## src/rtl/fifo_reader_pkg.sv

```systemverilog
// Shared definitions for the FIFO stream reader.
//   DEFAULT_BUF_DEPTH : default number of buffer entries
//   rd_count_t        : type of the optional delivered-word counter
//   occ_width()       : bit width able to hold buf_count + inflight
package fifo_reader_pkg;

  localparam int DEFAULT_BUF_DEPTH = 3;

  typedef logic [31:0] rd_count_t;

  // Occupancy never exceeds depth, but the sum is formed before the compare,
  // so leave room for depth + 1.
  function automatic int occ_width(input int depth);
    return $clog2(depth + 2);
  endfunction

endpackage

```

## src/rtl/fifo_reader_buf.sv

```systemverilog
// Circular register buffer for the FIFO stream reader.
// Ports:
//   clk, rst_n : clock, asynchronous active-low reset
//   push       : write push_data at the tail
//   push_data  : word to store
//   pop        : remove the head word (caller guarantees count != 0)
//   head_data  : head word; when empty, the most recently popped word
//   count      : number of stored words, 0..BUF_DEPTH
module fifo_reader_buf
  import fifo_reader_pkg::*;
#(
  parameter int WIDTH     = 32,
  parameter int BUF_DEPTH = DEFAULT_BUF_DEPTH,
  localparam int CNT_W    = $clog2(BUF_DEPTH + 1),
  localparam int PTR_W    = $clog2(BUF_DEPTH)
) (
  input  logic             clk,
  input  logic             rst_n,
  input  logic             push,
  input  logic [WIDTH-1:0] push_data,
  input  logic             pop,
  output logic [WIDTH-1:0] head_data,
  output logic [CNT_W-1:0] count
);

  logic [WIDTH-1:0] mem [BUF_DEPTH];
  logic [PTR_W-1:0] head;
  logic [PTR_W-1:0] tail;
  logic [WIDTH-1:0] last;

  // Explicit wrap so non-power-of-2 depths stay in range.
  function automatic logic [PTR_W-1:0] wrap_inc(input logic [PTR_W-1:0] p);
    return (p == PTR_W'(BUF_DEPTH - 1)) ? '0 : p + 1'b1;
  endfunction

  always_ff @(posedge clk or negedge rst_n) begin
    if (!rst_n) begin
      head  <= '0;
      tail  <= '0;
      count <= '0;
      last  <= '0;
    end else begin
      if (push) tail <= wrap_inc(tail);
      if (pop) begin
        head <= wrap_inc(head);
        last <= mem[head];
      end
      case ({push, pop})
        2'b10:   count <= count + 1'b1;
        2'b01:   count <= count - 1'b1;
        default: count <= count;
      endcase
    end
  end

  // Storage needs no reset: it is only visible while count != 0.
  always_ff @(posedge clk) begin
    if (push) mem[tail] <= push_data;
  end

  // Keeps the output steady once the buffer drains.
  assign head_data = (count != '0) ? mem[head] : last;

  always_ff @(posedge clk) begin
    if (rst_n) begin
      assert (!(push && !pop && count == CNT_W'(BUF_DEPTH)))
        else $error("fifo_reader_buf: overflow");
      assert (!(pop && count == '0))
        else $error("fifo_reader_buf: pop while empty");
    end
  end

endmodule

```

## src/rtl/fifo_stream_reader.sv

```systemverilog
// Read-side master for synchronous_fifo: issues r_en, absorbs the FIFO's
// one-cycle registered read latency, and re-presents words as a
// valid/ready stream. r_en depends only on registered state and fifo_empty,
// never on m_ready.
// Ports:
//   clk, rst_n    : clock, asynchronous active-low reset
//   r_en          : FIFO read enable
//   fifo_data_out : FIFO read data, valid the cycle after an accepted r_en
//   fifo_empty    : FIFO empty flag
//   m_valid       : stream word available
//   m_ready       : consumer accepts the word
//   m_data        : stream word
//   rd_count      : delivered-word counter (only with FIFO_READER_STATS_EN)
// Optional feature macro: FIFO_READER_STATS_EN
module fifo_stream_reader
  import fifo_reader_pkg::*;
#(
  parameter int WIDTH     = 32,
  parameter int BUF_DEPTH = DEFAULT_BUF_DEPTH
) (
  input  logic             clk,
  input  logic             rst_n,
  output logic             r_en,
  input  logic [WIDTH-1:0] fifo_data_out,
  input  logic             fifo_empty,
  output logic             m_valid,
  input  logic             m_ready,
  output logic [WIDTH-1:0] m_data
`ifdef FIFO_READER_STATS_EN
  ,
  output rd_count_t        rd_count
`endif
);

  localparam int CNT_W = $clog2(BUF_DEPTH + 1);
  localparam int OCC_W = occ_width(BUF_DEPTH);

  if (BUF_DEPTH < 2 || BUF_DEPTH > 8) begin : g_bad_depth
    $error("fifo_stream_reader: BUF_DEPTH must be 2..8");
  end

  logic             active;
  logic             inflight;
  logic [CNT_W-1:0] buf_count;
  logic [OCC_W-1:0] occ;
  logic             pop;

  // active holds r_en low while in reset and releases it at the first edge.
  always_ff @(posedge clk or negedge rst_n) begin
    if (!rst_n) begin
      active   <= 1'b0;
      inflight <= 1'b0;
    end else begin
      active   <= 1'b1;
      inflight <= r_en;
    end
  end

  // Counting the in-flight word reserves its slot before it lands.
  assign occ     = OCC_W'(buf_count) + OCC_W'(inflight);
  assign r_en    = active && !fifo_empty && (occ < OCC_W'(BUF_DEPTH));
  assign m_valid = (buf_count != '0);
  assign pop     = m_valid && m_ready;

  fifo_reader_buf #(
    .WIDTH     (WIDTH),
    .BUF_DEPTH (BUF_DEPTH)
  ) u_buf (
    .clk       (clk),
    .rst_n     (rst_n),
    .push      (inflight),
    .push_data (fifo_data_out),
    .pop       (pop),
    .head_data (m_data),
    .count     (buf_count)
  );

`ifdef FIFO_READER_STATS_EN
  always_ff @(posedge clk or negedge rst_n) begin
    if (!rst_n)   rd_count <= '0;
    else if (pop) rd_count <= rd_count + 1'b1;
  end
`endif

endmodule
```

## config.mk

```make
export PLATFORM = sky130hd
export DESIGN_NAME = fifo_stream_reader
export DESIGN_NICKNAME = d
export VERILOG_FILES = /design/src/rtl/fifo_reader_pkg.sv /design/src/rtl/fifo_reader_buf.sv /design/src/rtl/fifo_stream_reader.sv
export SDC_FILE = /design/constraint.sdc
export NUM_CORES = 1
export LEC_CHECK = 0
export ABC_AREA = 0
export CAP_MARGIN = 5
export CORE_AREA = 4 4 112 114
export CTS_BUF_LIST = sky130_fd_sc_hd__clkbuf_4
export DETAILED_ROUTE_END_ITERATION = 10
export DIE_AREA = 0 0 116 118
export GPL_ROUTABILITY_DRIVEN = 0
export PLACE_DENSITY = 0.73
export SLEW_MARGIN = 10
export SYNTH_ARGS = -nofsm -noshare
export SYNTH_HDL_FRONTEND = slang
export SYNTH_HIERARCHICAL = 1
export SYNTH_SLANG_ARGS = --single-unit
```

## constraint.sdc

```tcl
create_clock -name clk -period 4.2 [get_ports clk]
set_clock_uncertainty 0.05 [all_clocks]
set_input_delay 0.84 -clock clk [delete_from_list [all_inputs] [get_ports clk]]
set_output_delay 0.84 -clock clk [all_outputs]
set_load 0.03 [all_outputs]
```

==> reports/metrics.cfg <==
[floorplanning]
fp.dieH_um=118
initial_core_util_pct=50.9
rows=39
core_area_um2=11400
dieArea_um2=13700
io_pins=70
die_x_um=116

[drt]
vias=3819
route.detailed.drc=0
drtPass1Iterations=5
wl_per_cell_um=18.4
drt-initial-drc-count=326
routed_wl_um=12400
postRouteAntennaNets=0
via_per_inst=5.68

[clocking]
cts.sinks=136
cts_buffer_depth=2
cts_htree_levels=4
cts_resized=0
path_clk_slew_ps=130
cts_setup_buffers=0
root_buffer=clkbuf_4
clk_latency_ps=530
cts_tree=done
numCtsBuffers=17
hold_buffers=0

[yosys]
yosysWarnings=6
seq_area_frac_synth_pct=66.8
synth.distinct_cells=30
yosysTopAreaCell=edfxtp_1
synth_area_um2=5810
synth_edf_count=96
avgSynthCellArea_um2=12.8
async_flop_share_pct=29.4
ys.flop_type=edfxtp_1
synthTopCellsByArea=edfxtp_1 (50%), dfrtp_1 (17%), o22ai_1 (6.9%), a211oi_2 (6.0%), nor2b_1 (3.4%)
synthDominantCellAreaShare_pct=49.6
ys_ff_latch=136
syn_inst=453
syn_nets=492

[sta]
final_max_slew_viol_count=0
worst_slew_pin_slew_ps=1110
timing.final.crit_share_pct=92.4
layout_min_cycle_time_ps=3880
hold_violations=0
timing.setup.tns_ps=0
slew_headroom_pct=26.1
setup_violations=0
rsz0062_at_grt=false
timing.fmax_mhz=258

[global_routing]
grt_antenna_before_repair=0
grt_max_degree=70
grt_overflow=0
grt_pass1_vias=3904
grtUsageTotal_pct=19.1
grt_first_pass_wirelength_um=20000

[cells_and_area]
antenna_cells=0
area_growth_pct=19.8
stdcell_area_um2=6960
drive_above_1_share_pct=15.5
nets=555
n_fill_cell=920
final_cells=672

[place]
dpl.cell_count=640
port_buffers=69
dp_hpwl_um=7280
place_area_um2=6590

[power]
ir_drop_v=0.000577
power_density_nw_per_um2=821
p_leak_nw=2.44

[worst_hold_path]
worstHoldPathType=primary input to async pin

[outcome]
outcome=completed

[critical_path]
path_max_fanout=24
start_kind=flip-flop
criticalPathCategory=flip-flop to output port
critPathRequiredTime_ps=3310
crit_path_end_kind=output port
cp_data_arrival_time_ps=2990

[flow_run]
drv_cap=0

flip-flops by register name, summed over array words and instances, names as in the netlist:
register     count
u_buf/last      32
u_buf/mem       96
u_buf/head       2
active           1
inflight         1
u_buf/tail       2
u_buf/count      2
metal layers:
metal / GRT usage, % / vias up / wire (um)
met5: 0 / - / 0
met4: 6.24 / 0 / 172
met3: 5.96 / 17 / 662
met2: 31.2 / 123 / 6340
met1: 24.0 / 1869 / 5200
li1: - / 1810 / -
worst paths after layout:
path	from	endpoint	slack [ps]	depth (start not counted)
worst min register to register	active	inflight	470	2
min in group clk	active	inflight	470	2
max in group asynchronous	rst_n	u_buf/head[1]	3020	1
worst max-delay path	u_buf/count[1]	r_en	320	4
worst max register to register	u_buf/count[0]	u_buf/count[1]	1760	6
worst min-delay path	rst_n	u_buf/last[31]	410	1
cells in the final DEF, fill, tap and decap left out, types with 2 or more instances in the layout:
cell type,count
inv_1,34
dfrtp_2,2
a211oi_2,28
nor2_4,2
clkbuf_4,19
o22ai_1,64
o21ai_0,35
a21o_1,2
buf_4,10
nand2_1,34
ha_1,3
nor2b_1,32
edfxtp_1,96
a211oi_1,4
clkinv_2,3
clkinvlp_4,3
dfrtp_1,38
bufinv_16,6
o21ai_1,30
xnor2_1,2
clkdlybuf4s50_1,68
worst max-delay path, cell delays in order (launching register included):
cell and delay (ps):
dfrtp_1 660, buf_4 410, ha_1 310, a2111oi_2 340, clkdlybuf4s50_1 750
synthesized netlist by cell type (all sizes together) (2+ instances only):
library cell,n
edfxtp,96
o21ai,65
o22ai,64
dfrtp,40
inv,35
nand2,34
a211oi,32
nor2b,32
buf,23
clkbuf,13
ha,3
nor2,3
a21o,2
xnor2,2
metrics by stage:
step / worst slack, ps / hold slack, ps / power (W) / util, %
final: 319 / 408 / 0.00572 / 60.9
after floorplan: 857 / 438 / 0.00377 / -
after global routing: 143 / 427 / 0.00605 / 60.9
after global placement: 892 / 445 / 0.00460 / 57.7
after CTS: 252 / 409 / 0.00576 / 60.9
after detailed placement: 856 / 459 / 0.00468 / 57.7
report_power, final:
part | switching (W) | total [W] | internal (W)
clock | 0.000469 | 0.00107 | 0.000604
sequential | 0.000269 | 0.00201 | 0.00174
combinational | 0.00158 | 0.00263 | 0.00105
total | 0.00232 | 0.00572 | 0.00339
cell families after synthesis:
family                   count (synthesis)  share of synthesized area (%)
AO/OA/AOI/OAI                          164                           19.6
XOR/XNOR                                 3                          0.452
adder cells (fa/ha/maj)                  3                          0.646
buffers and inverters                   71                           5.79
flip-flops                             136                           66.8
multiplexers                             1                          0.172
other                                    1                         0.0645
AND/OR/NAND/NOR                         74                           6.48
layout make-up:
type / instances / area (um2) / area share [%]
Timing Repair Buffer: 80 / 781 / 11.2
Sequential cell: 136 / 3890 / 55.8
Inverter: 35 / 131 / 1.89
Tap cell: 143 / 179 / 2.57
Clock buffer: 19 / 143 / 2.05
Multi-Input combinational cell: 246 / 1610 / 23.2
Clock inverter: 13 / 226 / 3.25
Power figures use the tool's default switching activity.
